<file path="src/rtl/div_8bit.sv">
// Sequential unsigned 16/8 restoring divider: 8-bit quotient and remainder, start/valid handshake.
// Optional macro DIV_8BIT_REGOUT_EN adds one output register stage (latency +1).
//
// state | meaning
// IDLE  | waiting for start; operands captured on accept
// CALC  | one restoring shift/subtract step per cycle, 8 steps
// DONE  | load quotient/remainder into the output registers
// ERR   | load divide-by-zero / overflow result into the output registers
module div_8bit (
    input  logic        clk,
    input  logic        rst,
    input  logic        start,
    input  logic [15:0] a,
    input  logic [7:0]  b,
    output logic        busy,
    output logic        valid,
    output logic [7:0]  q,
    output logic [7:0]  r,
    output logic        err
);

    localparam logic [1:0] S_IDLE = 2'd0;
    localparam logic [1:0] S_CALC = 2'd1;
    localparam logic [1:0] S_DONE = 2'd2;
    localparam logic [1:0] S_ERR  = 2'd3;

    logic [1:0] state_q, state_d;
    logic [7:0] rem_q, rem_d;
    logic [7:0] quo_q, quo_d;
    logic [7:0] div_q, div_d;
    logic [2:0] cnt_q, cnt_d;

    logic [7:0] q_q, q_d;
    logic [7:0] r_q, r_d;
    logic       err_q, err_d;
    logic       valid_q, valid_d;

    logic [8:0] rem_sh;
    logic       trial_ok;
    logic [7:0] trial_rem;
    logic       accept_ok;

    // The working remainder stays below the divisor, so its shifted value fits 9 bits
    // and a successful trial difference always fits back into 8 bits.
    assign rem_sh    = {rem_q, quo_q[7]};
    assign trial_ok  = (rem_sh >= {1'b0, div_q});
    assign trial_rem = rem_sh[7:0] - div_q;

    always_comb begin
        state_d = state_q;
        rem_d   = rem_q;
        quo_d   = quo_q;
        div_d   = div_q;
        cnt_d   = cnt_q;
        q_d     = q_q;
        r_d     = r_q;
        err_d   = err_q;
        valid_d = 1'b0;
        case (state_q)
            S_IDLE: begin
                if (start && accept_ok) begin
                    div_d = b;
                    rem_d = a[15:8];
                    quo_d = a[7:0];
                    cnt_d = 3'd7;
                    if ((b == 8'h00) || (a[15:8] >= b)) begin
                        state_d = S_ERR;
                    end else begin
                        state_d = S_CALC;
                    end
                end
            end
            S_CALC: begin
                rem_d = trial_ok ? trial_rem : rem_sh[7:0];
                quo_d = {quo_q[6:0], trial_ok};
                if (cnt_q == 3'd0) begin
                    state_d = S_DONE;
                end else begin
                    cnt_d = cnt_q - 3'd1;
                end
            end
            S_DONE: begin
                q_d     = quo_q;
                r_d     = rem_q;
                err_d   = 1'b0;
                valid_d = 1'b1;
                state_d = S_IDLE;
            end
            default: begin
                q_d     = 8'hFF;
                r_d     = 8'h00;
                err_d   = 1'b1;
                valid_d = 1'b1;
                state_d = S_IDLE;
            end
        endcase
    end

    always_ff @(posedge clk) begin
        if (rst) begin
            state_q <= S_IDLE;
            rem_q   <= 8'h00;
            quo_q   <= 8'h00;
            div_q   <= 8'h00;
            cnt_q   <= 3'd0;
            q_q     <= 8'h00;
            r_q     <= 8'h00;
            err_q   <= 1'b0;
            valid_q <= 1'b0;
        end else begin
            state_q <= state_d;
            rem_q   <= rem_d;
            quo_q   <= quo_d;
            div_q   <= div_d;
            cnt_q   <= cnt_d;
            q_q     <= q_d;
            r_q     <= r_d;
            err_q   <= err_d;
            valid_q <= valid_d;
        end
    end

`ifdef DIV_8BIT_REGOUT_EN
    logic [7:0] q2_q, q2_d;
    logic [7:0] r2_q, r2_d;
    logic       err2_q, err2_d;
    logic       valid2_q, valid2_d;

    always_comb begin
        q2_d     = valid_q ? q_q : q2_q;
        r2_d     = valid_q ? r_q : r2_q;
        err2_d   = valid_q ? err_q : err2_q;
        valid2_d = valid_q;
    end

    always_ff @(posedge clk) begin
        if (rst) begin
            q2_q     <= 8'h00;
            r2_q     <= 8'h00;
            err2_q   <= 1'b0;
            valid2_q <= 1'b0;
        end else begin
            q2_q     <= q2_d;
            r2_q     <= r2_d;
            err2_q   <= err2_d;
            valid2_q <= valid2_d;
        end
    end

    // A result still in the pipeline stage keeps the block from accepting.
    assign accept_ok = ~valid_q;
    assign busy      = (state_q != S_IDLE) | valid_q | valid2_q;
    assign valid     = valid2_q;
    assign q         = q2_q;
    assign r         = r2_q;
    assign err       = err2_q;
`else
    assign accept_ok = 1'b1;
    assign busy      = (state_q != S_IDLE) | valid_q;
    assign valid     = valid_q;
    assign q         = q_q;
    assign r         = r_q;
    assign err       = err_q;
`endif

endmodule

</file>
<file path="config.mk">
export PLATFORM = sky130hd
export DESIGN_NAME = div_8bit
export DESIGN_NICKNAME = d
export VERILOG_FILES = /design/src/rtl/div_8bit.sv
export SDC_FILE = /design/constraint.sdc
export NUM_CORES = 1
export LEC_CHECK = 0
export ABC_AREA = 1
export CAP_MARGIN = 20
export CORE_MARGIN = 1
export CORE_UTILIZATION = 48
export CTS_CLUSTER_DIAMETER = 60
export DETAILED_ROUTE_END_ITERATION = 12
export GPL_TIMING_DRIVEN = 0
export PLACE_DENSITY = 0.76
export SLEW_MARGIN = 25
export SYNTH_ARGS = -nofsm -noshare
export SYNTH_HDL_FRONTEND = slang
export SYNTH_SLANG_ARGS = --single-unit
</file>
<file path="constraint.sdc">
create_clock -name clk -period 1.7 [get_ports clk]
set_clock_uncertainty 0.1 [all_clocks]
set_input_delay 0.34 -clock clk [delete_from_list [all_inputs] [get_ports clk]]
set_output_delay 0.34 -clock clk [all_outputs]
set_load 0.005 [all_outputs]
</file>
==> impl_metrics.tcl, run 1 <==
set metrics [dict create \
    dp_hpwl_mm 5.01 \
    syn_nets 417 \
    drt-total-wl_mm 8.02 \
    port_buffers 45 \
    grt_pass1_wl_mm 11.7 \
    hold_buffers 0 \
    track_usage_pct 24.5 \
    fmax_mhz 556 \
    io_pins 46 \
    timing_worst_setup_path_type "reg2reg" \
    ys_types 34 \
    period_share_pct 106 \
    via_per_inst 5.40 \
    critPathMaxFanout 4 \
    row_count 26 \
    yosysSeqAreaShare_pct 34.8 \
    rsz0062_at_grt "true" \
    fin_cells 517 \
    synth_top_area_share_pct 34.8 \
    die_width_um 77 \
    dpl.cell_count 486 \
    diodes 0 \
    p_per_area_mw_per_mm2 1110 \
    synth.area.top_cells "dfxtp_1 (35%), nand2_1 (10%), ha_1 (8.3%), inv_1 (7.5%), a21oi_1 (5.7%)" \
    drc_errors 0 \
    synth_top_area_cell "dfxtp_1" \
    yosysWarnings 0 \
    grt_overflow 0 \
    synth_cells 371 \
    antenna_found_initial 0 \
    finalCriticalPeriod_ns 1.80 \
    vias 2792 \
    nets 493 \
    firstDrtPassIters 5 \
    relSlewSlack_pct 68.2 \
    worstPathArrival_ns 1.94 \
    gp_congestion 0.940 \
    cts_root_buffer "clkbuf_8" \
    crit_path_end_kind "register" \
    fin_area_mm2 0.00402 \
    slowest_stage "dfxtp_4" \
    start_util_pct 51.2 \
    drv_cap 0 \
    holdWs_ns 0.234 \
    cp.required_ns 1.84 \
    drive_gt1_share_pct 35.8 \
    cts_tree "built" \
    final_common_cell "nand2_1" \
    slowest_delay_ns 0.37 \
    place_area_mm2 0.00324 \
    syn_area_per_cell_um2 7.28 \
    die-area_mm2 0.00593 \
    area_delta_synth_final_pct 48.8 \
    worst_pin_slew_ns 0.477 \
    clk_latency_ns 0.30 \
    drtIter0Drc 215 \
    ys_ff_latch 47 \
    vdd_drop_max_mv 0.941 \
    ant_nets 0 \
    fin_ws_ns -0.0997 \
    cts_max_level 2 \
    power.leakage_uw 0.00183 \
    violations "negative setup slack" \
    avgRoutedWirePerCell_um 15.5 \
    syn_area_mm2 0.00270 \
    cts.reportedPaths.clkPinSlew_ns 0.08 \
    cts-buffers-inserted 5 \
    die_y_um 77 \
    synth_ff_type "dfxtp_1" \
    final_cell_mix "nand2_1 (55), inv_1 (37), nor2_1 (31)" \
    hold_class "in2reg" \
    status "complete, but fails checks" \
    grt_max_degree 14 \
    cts_buffer_depth 2 \
    synth-async-reset-ratio_pct 0 \
    grt_pass1_vias 2532 \
    setup_viol 8 \
    synth_edf_count 0 \
    start_kind "register" \
    finalHoldViolations 0 \
    clock-sinks 47 \
    core_mm2 0.00527 \
    path_cells "ha_4 > nand2_1 > nand2_2 > inv_2 > nand3_4 > a21oi_4 > buf_6 > nand3_1 > nand2_1 > nor2_2 > nor2_2" \
    slew_violations 0 \
]
Yosys cell counts, types with 3 or more instances:
master and n:
nor2_1 39, a221oi_1 5, inv_1 54, nand2_1 72
nor2_2 3, buf_2 4, o21ai_1 4, inv_2 3
or2_2 3, ha_1 18, dfxtp_1 47, xnor2_1 3
buf_6 3, nand4_1 3, o221ai_2 4, nand3_1 21
nand2_2 4, clkbuf_1 4, a21oi_1 31, o21ai_0 27
through the flow:
stage                     total power (uW)  worst slack, ns  util [%]  setup TNS, ns
after global placement                2800           -0.332      61.5          -4.64
after CTS                             3880          -0.0403      68.8         -0.136
final                                 4470          -0.0997      76.2         -0.511
after floorplan                       2420          0.00796         -              0
after detailed placement              2840           -0.351      61.5          -4.84
after global routing                  4710           -0.163      76.2          -1.13
per-layer routing:
layer	GRT usage, %	up-vias	routed length, um	share of wire, %
met1	31.9	1324	3390	42
met5	0	-	0	0
met4	6.79	0	103	1.3
li1	-	1350	-	-
met2	42.2	105	4050	51
met3	3.33	13	474	5.9
sequential cells by signal (all words and copies together) (netlist names):
name     cells
rem_q        8
valid        1
quo_q        8
err          1
div_q        8
cnt_q        3
q            8
r            8
state_q      2
path summary, 6_finish.rpt:
kind,startpoint,endpoint,slack [ns],cells past startpoint
worst max-delay path,rem_q[3],rem_q[6],-0.1,11
worst max register to register,rem_q[3],rem_q[6],-0.1,11
worst min-delay path,b[2],div_q[2],0.23,3
worst min register to register,r[3],r[3],0.36,2
final cells by class:
cell class                      count  area (um^2)
Tap cell                           70         87.6
Timing Repair Buffer               70          691
Clock buffer                        6         72.6
Clock inverter                      1         30.0
Sequential cell                    47          972
Inverter                           59          239
Multi-Input combinational cell    253         1860
Buffer                             11         67.6
Fill cell                         391         1250
cell families (layout without fill, tap and decap cells):
family | Yosys count | after routing | synth area share (%)
AOI/OAI and AO/OA | 75 | 75 | 16.7
xor gates and xnor gates | 4 | 4 | 1.30
adders and majority gates | 19 | 19 | 9.08
buffers and inverters | 71 | 147 | 11.2
DFF | 47 | 47 | 34.8
and+or+nand+nor | 155 | 155 | 26.8
power by group:
group	total [uW]	internal, uW	switching (uW)
combinational	2290	1050	1250
clock	801	431	369
sequential	1380	1260	122
worst max-delay path: cells and delay by family, from the launching register on:
family | cells | cell delay [ns]
AO/OA/AOI/OAI | 1 | 0.24
adder cells (fa/ha/maj) | 1 | 0.26
buffers and inverters | 2 | 0.21
flip-flops | 1 | 0.37
AND/OR/NAND/NOR | 7 | 0.55
repair_timing:
| action | in CTS | in global routing |
|---|---|---|
| endpoints found under the hold margin | 0 | 0 |
| gates resized for setup | 52 | 90 |
| pin swaps | 19 | 41 |
| endpoints found under the setup margin | 11 | 29 |
| buffers inserted | 10 | 15 |
Note: power is estimated with default switching activity, not from simulation.
==> inputs of run 2 (changes only) <==
--- a/config.mk
+++ b/config.mk
@@ -9,7 +9,6 @@
 export CAP_MARGIN = 20
 export CORE_MARGIN = 1
 export CORE_UTILIZATION = 48
-export CTS_CLUSTER_DIAMETER = 60
 export DETAILED_ROUTE_END_ITERATION = 12
 export GPL_TIMING_DRIVEN = 0
 export PLACE_DENSITY = 0.76
==> results of run 2 <==
Same layout as run 1: the final DEF is identical, and so are final timing and power.
